==> src/rtl/avst_pkt_gen.sv <==
// Avalon-ST burst packet source: start_i launches pkt_count packets of len beats with an IPG.
// Optional AVST_PKT_GEN_LFSR_EN selects a 32-bit Galois LFSR payload instead of a counter.
module avst_pkt_gen #(
  parameter int unsigned channel_width = 4,
  parameter int unsigned data_width    = 32,
  parameter int unsigned empty_width   = 2,
  parameter int unsigned len_width     = 16
) (
  input  logic                     clk,
  input  logic                     reset_n,
  input  logic                     start_i,
  input  logic [len_width-1:0]     pkt_count_i,
  input  logic [len_width-1:0]     len_i,
  input  logic [len_width-1:0]     ipg_i,
  input  logic [channel_width-1:0] channel_i,
  input  logic [empty_width-1:0]   empty_last_i,
  input  logic [data_width-1:0]    seed_i,
  output logic                     busy_o,
  output logic                     done_o,
  output logic [len_width-1:0]     pkts_sent_o,
  output logic [channel_width-1:0] avst_channel_o,
  output logic                     avst_sop_o,
  output logic                     avst_eop_o,
  output logic [empty_width-1:0]   avst_empty_o,
  output logic [data_width-1:0]    avst_data_o,
  output logic                     avst_valid_o,
  input  logic                     avst_ready_i
);

  typedef enum logic [1:0] {IDLE, SEND, GAP} state_t;

  state_t                   state_q, state_d;
  logic [len_width-1:0]     cnt_q, cnt_d, len_q, len_d, ipg_q, ipg_d;
  logic [len_width-1:0]     beat_q, beat_d, gap_q, gap_d, pkts_q, pkts_d;
  logic [len_width-1:0]     beat_nxt, pkts_nxt;
  logic [empty_width-1:0]   elast_q, elast_d, empty_q, empty_d;
  logic [channel_width-1:0] chan_q, chan_d;
  logic [data_width-1:0]    data_q, data_d;
  logic                     valid_q, valid_d, sop_q, sop_d, eop_q, eop_d;
  logic                     busy_q, done_q, done_d;

`ifdef AVST_PKT_GEN_LFSR_EN
  // Right-shifting Galois form of x^32+x^22+x^2+x^1+1
  function automatic logic [data_width-1:0] step_data(input logic [data_width-1:0] d);
    step_data = d[0] ? ((d >> 1) ^ data_width'(32'h8020_0003)) : (d >> 1);
  endfunction

  function automatic logic [data_width-1:0] seed_init(input logic [data_width-1:0] s);
    seed_init = (s == '0) ? data_width'(1) : s;
  endfunction
`else
  function automatic logic [data_width-1:0] step_data(input logic [data_width-1:0] d);
    step_data = d + data_width'(1);
  endfunction

  function automatic logic [data_width-1:0] seed_init(input logic [data_width-1:0] s);
    seed_init = s;
  endfunction
`endif

  always_comb begin
    state_d  = state_q;
    cnt_d    = cnt_q;
    len_d    = len_q;
    ipg_d    = ipg_q;
    elast_d  = elast_q;
    chan_d   = chan_q;
    beat_d   = beat_q;
    gap_d    = gap_q;
    pkts_d   = pkts_q;
    data_d   = data_q;
    valid_d  = valid_q;
    sop_d    = sop_q;
    eop_d    = eop_q;
    empty_d  = empty_q;
    done_d   = 1'b0;
    beat_nxt = beat_q + len_width'(1);
    pkts_nxt = pkts_q + len_width'(1);
    case (state_q)
      IDLE: begin
        if (start_i) begin
          pkts_d = '0;
          if (pkt_count_i != '0 && len_i != '0) begin
            state_d = SEND;
            cnt_d   = pkt_count_i;
            len_d   = len_i;
            ipg_d   = ipg_i;
            elast_d = empty_last_i;
            chan_d  = channel_i;
            data_d  = seed_init(seed_i);
            beat_d  = '0;
            valid_d = 1'b1;
            sop_d   = 1'b1;
            eop_d   = (len_i == len_width'(1));
            empty_d = eop_d ? empty_last_i : '0;
          end else begin
            done_d = 1'b1;
          end
        end
      end
      SEND: begin
        if (valid_q && avst_ready_i) begin
          data_d = step_data(data_q);
          if (eop_q) begin
            pkts_d = pkts_nxt;
            if (pkts_nxt == cnt_q) begin
              state_d = IDLE;
              valid_d = 1'b0;
              sop_d   = 1'b0;
              eop_d   = 1'b0;
              empty_d = '0;
              done_d  = 1'b1;
            end else if (ipg_q == '0) begin
              beat_d  = '0;
              sop_d   = 1'b1;
              eop_d   = (len_q == len_width'(1));
              empty_d = eop_d ? elast_q : '0;
            end else begin
              state_d = GAP;
              gap_d   = '0;
              valid_d = 1'b0;
              sop_d   = 1'b0;
              eop_d   = 1'b0;
              empty_d = '0;
            end
          end else begin
            beat_d  = beat_nxt;
            sop_d   = 1'b0;
            eop_d   = (beat_nxt == len_q - len_width'(1));
            empty_d = eop_d ? elast_q : '0;
          end
        end
      end
      GAP: begin
        gap_d = gap_q + len_width'(1);
        // gap_q counts idle cycles already shown; the last one re-arms the next sop
        if (gap_q == ipg_q - len_width'(1)) begin
          state_d = SEND;
          beat_d  = '0;
          valid_d = 1'b1;
          sop_d   = 1'b1;
          eop_d   = (len_q == len_width'(1));
          empty_d = eop_d ? elast_q : '0;
        end
      end
      default: state_d = IDLE;
    endcase
  end

  always_ff @(posedge clk or negedge reset_n) begin
    if (!reset_n) state_q <= IDLE;
    else          state_q <= state_d;
  end

  always_ff @(posedge clk or negedge reset_n) begin
    if (!reset_n) begin
      cnt_q   <= '0;
      len_q   <= '0;
      ipg_q   <= '0;
      elast_q <= '0;
      chan_q  <= '0;
      beat_q  <= '0;
      gap_q   <= '0;
      pkts_q  <= '0;
      data_q  <= '0;
      valid_q <= 1'b0;
      sop_q   <= 1'b0;
      eop_q   <= 1'b0;
      empty_q <= '0;
      busy_q  <= 1'b0;
      done_q  <= 1'b0;
    end else begin
      cnt_q   <= cnt_d;
      len_q   <= len_d;
      ipg_q   <= ipg_d;
      elast_q <= elast_d;
      chan_q  <= chan_d;
      beat_q  <= beat_d;
      gap_q   <= gap_d;
      pkts_q  <= pkts_d;
      data_q  <= data_d;
      valid_q <= valid_d;
      sop_q   <= sop_d;
      eop_q   <= eop_d;
      empty_q <= empty_d;
      busy_q  <= (state_d != IDLE);
      done_q  <= done_d;
    end
  end

  assign busy_o         = busy_q;
  assign done_o         = done_q;
  assign pkts_sent_o    = pkts_q;
  assign avst_channel_o = chan_q;
  assign avst_sop_o     = sop_q;
  assign avst_eop_o     = eop_q;
  assign avst_empty_o   = empty_q;
  assign avst_data_o    = data_q;
  assign avst_valid_o   = valid_q;

endmodule
==> config.mk <==
export PLATFORM = sky130hd
export DESIGN_NAME = avst_pkt_gen
export DESIGN_NICKNAME = d
export VERILOG_FILES = /design/src/rtl/avst_pkt_gen.sv
export SDC_FILE = /design/constraint.sdc
export NUM_CORES = 1
export LEC_CHECK = 0
export BUFFER_PORTS_ARGS = -buffer_cell sky130_fd_sc_hd__buf_4
export CORE_ASPECT_RATIO = 0.75
export CORE_MARGIN = 2
export CORE_UTILIZATION = 45
export CTS_CLUSTER_DIAMETER = 120
export DETAILED_ROUTE_END_ITERATION = 8
export GPL_TIMING_DRIVEN = 0
export HOLD_SLACK_MARGIN = 0.1
export PLACE_DENSITY = 0.69
export REMOVE_ABC_BUFFERS = 1
export SYNTH_ARGS = -nofsm -noshare
export SYNTH_HDL_FRONTEND = slang
export SYNTH_SLANG_ARGS = --single-unit
==> constraint.sdc <==
create_clock -name clk -period 3 [get_ports clk]
set_input_delay 0.3 -clock clk [delete_from_list [all_inputs] [get_ports clk]]
set_output_delay 0.3 -clock clk [all_outputs]
set_load 0.005 [all_outputs]
# Yosys cells after proc, flatten, opt, wreduce, memory -nomap -nowiden

Cells that the tools add are included.

Add/subtract/negate cells: 6
Equal/unequal tests: 17
Muxes and demuxes: 67
Reduce and logical (&&, ||, !) cells: 17

Operators by type and width:

| cell                                                                 | number |
|---|---|
| 16-bit two-way mux                                                   | 14 |
| 32-bit two-way mux                                                   | 3 |
| 16-bit case mux with 2 select lines                                  | 2 |
| 32-bit case mux with 2 select lines                                  | 1 |
| 16-bit by 1-bit adder with 16-bit output, second input constant      | 3 |
| 16-bit == test                                                       | 3 |
| 16-bit case mux with 3 select lines                                  | 1 |
| 2-bit two-way mux                                                    | 17 |
| 32-bit by 1-bit adder with 32-bit output, second input constant      | 1 |
| 16-bit by 1-bit == test with 1-bit output, second input constant     | 2 |
| 16-bit nonzero test                                                  | 2 |
| 16-bit by 1-bit subtractor with 16-bit output, second input constant | 2 |
| 1-bit two-way mux                                                    | 23 |
| 16-bit zero test                                                     | 1 |
| 2-bit inequality test, second input constant                         | 7 |
| 7-bit AND reduction                                                  | 2 |
| 2-bit case mux with 3 select lines                                   | 2 |
| 5-bit AND reduction                                                  | 2 |
| 3-bit inequality test, second input constant                         | 3 |
| 1-bit case mux with 3 select lines                                   | 3 |
| 4-bit AND reduction                                                  | 2 |
| 2-bit nonzero test                                                   | 3 |
| 3-bit AND reduction                                                  | 1 |
| 3-bit nonzero test                                                   | 1 |
| 5 further kinds                                                      | 6 |

Register bits after elaboration: 143
Output and inout port bits: 59
Word-level logic and storage cells: 123

# Longest topological paths before layout

Depth in word-level cells: 7
Depth in mapped cells: 12
Mapped depth without buffers: 10

# Least setup slack after synthesis

OpenSTA, ideal clock, no wires.

Path type: register -> register
Start: register ipg_q[0]
End: register beat_q[5]
Data arrival time: 3.031 ns
Required time: 2.874 ns
Setup slack: -0.157 ns
Stages on the path, launching flop included: 12
Path buffers: 1
Period minus slack after synthesis: 3.157 ns
Cell sequence: dfrtp_1 inv_1 ha_1 or3b_1 or3_1 mux2_2 a211oi_1 o41ai_2 nand3b_2 or2_1 buf_2 a221o_1

Longest elaborated chain between the ends: 4
Elaborated cells on any way between the ends: 6
Classes of those cells: 1 x add/sub; 3 x eq/ne; 2 x reduce/logical

Ends and longest elaborated chain:

| item                                          | RTL line | text |
|---|---|---|
| from (decl)                                   | 33       | `logic [len_width-1:0] cnt_q, cnt_d, len_q, len_d, ipg_q, ipg_d;` |
| from (signal assigned)                        | 175      | `ipg_q <= ipg_d;` |
| 16-bit by 1-bit subtractor with 16-bit output | 137      | `if (gap_q == ipg_q - len_width'(1)) begin` |
| 16-bit == test                                | 137      |  |
| 2-bit inequality test (no line)               | -        |  |
| 7-bit AND reduction (no line) (*)             | -        |  |
| to (signal assigned)                          | 178      | `beat_q <= beat_d;` |
| to (decl)                                     | 34       | `logic [len_width-1:0] beat_q, beat_d, gap_q, gap_d, pkts_q, pkts_d;` |

Mark *: on every way between the ends. The rest lies on a longest branch, timed or not.
A chain may end at the register's enable or synchronous reset.

# Worst setup path after layout

Start: register ipg_q[0]
End: register beat_q[0]

Same word-level chain as after synthesis.

==> impl_metrics.ini <==
[outcome]
status = finished with violations
violations = negative setup slack

[setup_path]
worst-endpoint-arrival_ps = 3470
regToRegStartpoint = ipg_q[0]$_DFFE_PN0P_
worst-setup-path-type = reg -> reg
startpoint_types = flip-flop
rr_endpoint = beat_q[0]$_DFFE_PN0P_
critical_path_required_ps = 3310
rr_worst_depth = 9
rrSetupSlack_ps = -160
max_fo_critical_path = 6
timing.critical_path.to_type = flip-flop

[timing]
worst_clock_skew_ps = 12.1
max_freq_mhz = 316
worst_slew_pin_slew_ps = 1160
worst_slew_margin_rel_pct = 22.6
number_of_max_slew_violations_in_the_final_report = 0
worst_slack_ps = -164
post_route_clock_period_utilization_pct = 105
finalHoldViolations = 0
finalCriticalPeriod_ps = 3160
grt_setup_unrepaired = true
finalSetupViolCount = 23

[global_route]
grt.total_usage_pct = 24.3
grt_overflow_total = 0
grt_pass1_wl_um = 41200
grt_pass1_vias = 7757
antenna_found_initial = 0
grt_max_degree = 90

[logic_synthesis]
ys_seq_elements = 143
cells_after_synthesis = 964
fraction_of_registers_with_async_set_reset_pct = 100
yosys_most_used_dff = sky130_fd_sc_hd__dfrtp_1
synth.top_cell.area_share_pct = 40.3
synthDistinctLibCells = 69
synth.yosys.seq_area_share_pct = 40.3
ys.warnings.count = 0
syn_avg_cell_area_um2 = 9.20
synth_area_leaders = sky130_fd_sc_hd__dfrtp_1 40%, sky130_fd_sc_hd__mux2_2 7.7%, sky130_fd_sc_hd__xnor2_1 6.2%
post-synth-top-count-cell = sky130_fd_sc_hd__dfrtp_1
synth_top_area_cell = sky130_fd_sc_hd__dfrtp_1
synth-edff-count = 0
synthTopCellsByCount = 143 x sky130_fd_sc_hd__dfrtp_1, 74 x sky130_fd_sc_hd__o21ai_0, 66 x sky130_fd_sc_hd__nor2_1
synthesis.area_um2 = 8870

[power_and_ir_drop]
clock_power_share_pct = 21.6
power.density_nw_per_um2 = 872
power.sequential.fraction_pct = 33.7
power_switching_share_pct = 39.0
p_leak_nw = 4.83
p_sw_mw = 3.97
power.ir.vdd_worst_mv = 0.527
comb_pwr_share_pct = 44.7
finalPower_mw = 10.2
internal_power_mw = 6.21

[detailed_routing]
sum_of_routed_wire_length_over_all_layers_um = 25400
routed_via_density = 5.84
final_antenna_net_count = 0
drt_iter0_markers = 576
route.vias.total = 8184
post_drt_wl_per_cell_um = 18.1
firstDrtPassIters = 4
post-route-drc-count = 0

[placement]
finalWeightedCongestion = 0.867
dpl.cell_count = 1319
post_dp_hpwl_um = 16900
io_buffers = 148
placed_area_um2 = 10200

[floorplanning]
ios = 149
die_w_um = 166
core_region_area_um2 = 19300
placementRows = 44
floorplan.initialDensity_pct = 45.9
design.die.area_um2 = 20900
die_h_um = 126

[clock_network]
cts.root.buffer_cell = sky130_fd_sc_hd__clkbuf_16
cts_tree = done
cts_sinks = 143
cts_inserted_buffers = 17
cts_htree_levels = 4
clk_pin_slew_worst_paths_ps = 70
cts_max_path_buffers = 2
clk-insertion-delay-late_ps = 420

[layout]
drive_gt1_share_pct = 31.2
stdcell_count = 1402
areaGrowthSynthToFinish_pct = 31.6
antenna_cells = 0
finalInstanceArea_um2 = 11700
finalNetCount = 1237

[min_path]
hold-path-endpoint = avst_channel_o[3]$_DFFE_PN0P_
hold_depth = 2
min_path_type = in -> reg
worst_hold_startpoint = channel_i[3]

[job]
drv.max_cap_violation_count = 0
worst max path at each step:
stage,endpoint,depth (start not counted),startpoint,slack (ps)
2_1_floorplan,avst_data_o[13]$_DFFE_PN0P_,6,state_q[1]$_DFF_PN0_,-3180
3_3_place_gp,avst_data_o[16]$_DFFE_PN0P_,7,state_q[1]$_DFF_PN0_,-6230
3_5_place_dp,beat_q[7]$_DFFE_PN0P_,10,ipg_q[0]$_DFFE_PN0P_,-1200
4_1_cts,beat_q[0]$_DFFE_PN0P_,9,ipg_q[0]$_DFFE_PN0P_,-120
5_1_grt,beat_q[13]$_DFFE_PN0P_,10,ipg_q[1]$_DFFE_PN0P_,-270
6_report,beat_q[0]$_DFFE_PN0P_,9,ipg_q[0]$_DFFE_PN0P_,-160
layout by cell type (no fill, tap or decap), types with 13 or more instances in the layout:
cell type / synthesis / final
sky130_fd_sc_hd__nand3_1: 61 / 60
sky130_fd_sc_hd__xor2_1: 20 / 20
sky130_fd_sc_hd__and3_1: 30 / 28
sky130_fd_sc_hd__nand2_1: 63 / 63
sky130_fd_sc_hd__nor2_1: 66 / 65
sky130_fd_sc_hd__o22ai_1: 22 / 22
sky130_fd_sc_hd__nor4_1: 27 / 20
sky130_fd_sc_hd__buf_4: 0 / 177
sky130_fd_sc_hd__dlygate4sd3_1: 0 / 13
sky130_fd_sc_hd__mux2_2: 61 / 59
sky130_fd_sc_hd__dfrtp_1: 143 / 130
sky130_fd_sc_hd__dfrtp_2: 0 / 13
sky130_fd_sc_hd__a21oi_1: 38 / 34
sky130_fd_sc_hd__o21ai_0: 74 / 72
sky130_fd_sc_hd__nand4_1: 15 / 15
sky130_fd_sc_hd__inv_1: 25 / 23
sky130_fd_sc_hd__clkbuf_16: 0 / 17
sky130_fd_sc_hd__nor3_1: 26 / 25
sky130_fd_sc_hd__xnor2_1: 63 / 63
through the flow:
stage	utilization, %	hold WS (ps)	setup TNS [ps]	setup WS [ps]
floorplan	-	4.41	-155120	-3180
global placement	52.2	475	-416660	-6230
detailed placement	53.0	301	-45220	-1200
CTS	59.7	101	-878	-124
global route	60.4	104	-5220	-268
finish	60.4	114	-1800	-164
logic make-up after synthesis:
group                      share of synthesized area (%)
muxes                                               8.89
buffers and inverters                               3.54
adders and majority gates                           1.55
and+or+nand+nor                                     20.7
AOI/OAI and AO/OA                                   16.8
xor gates and xnor gates                            8.19
DFF                                                 40.3
timing repair:
item                                    4_1_cts  5_1_grt
endpoints found under the setup margin       50       50
cloned                                        3        1
endpoints found under the hold margin        66        0
gates resized for setup                      64       24
hold buffers                                 13        0
pin swaps                                    14        6
setup buffers                                29        5
power by group through the flow:
stage | clock network, mW | logic (mW) | registers [mW]
finish | 2.20 | 4.55 | 3.44
global placement | 0 | 3.71 | 3.43
detailed placement | 0 | 3.93 | 3.45
floorplan | 0 | 2.65 | 3.24
global route | 2.32 | 4.99 | 3.55
CTS | 2.23 | 4.48 | 3.41
sequential cells by signal, indices dropped and copies added, names as in the netlist:
signal	count
avst_empty_o	2
avst_channel_o	4
busy_o	1
cnt_q	16
avst_eop_o	1
beat_q	16
elast_q	2
avst_sop_o	1
len_q	16
avst_data_o	32
ipg_q	16
state_q	2
avst_valid_o	1
gap_q	16
pkts_sent_o	16
done_o	1
critical path, cell delays in order, from the launching register on:
cell and delay, ps:
sky130_fd_sc_hd__dfrtp_2 440, sky130_fd_sc_hd__or4_4 570, sky130_fd_sc_hd__nor4_4 380, sky130_fd_sc_hd__mux2_4 230, sky130_fd_sc_hd__a211oi_4 70, sky130_fd_sc_hd__o41ai_4 470
sky130_fd_sc_hd__nand3b_4 170, sky130_fd_sc_hd__buf_4 180, sky130_fd_sc_hd__or2_4 270, sky130_fd_sc_hd__mux2_2 270
per-layer routing:
layer | routed length (µm) | GRT usage [%]
met2 | 11600 | 36.9
met3 | 1810 | 6.33
met4 | 384 | 7.01
met5 | 0 | 0
met1 | 11600 | 34.4
layout make-up:
cell class | count | area, µm²
clock buffers | 19 | 433
inverters | 25 | 93.8
fillers | 1627 | 7650
flip-flops and latches | 143 | 3590
multi-input cells | 748 | 5420
well taps | 253 | 317
clock inverters | 13 | 164
repair buffers | 201 | 1660
Note: power is estimated with default switching activity, not from simulation.
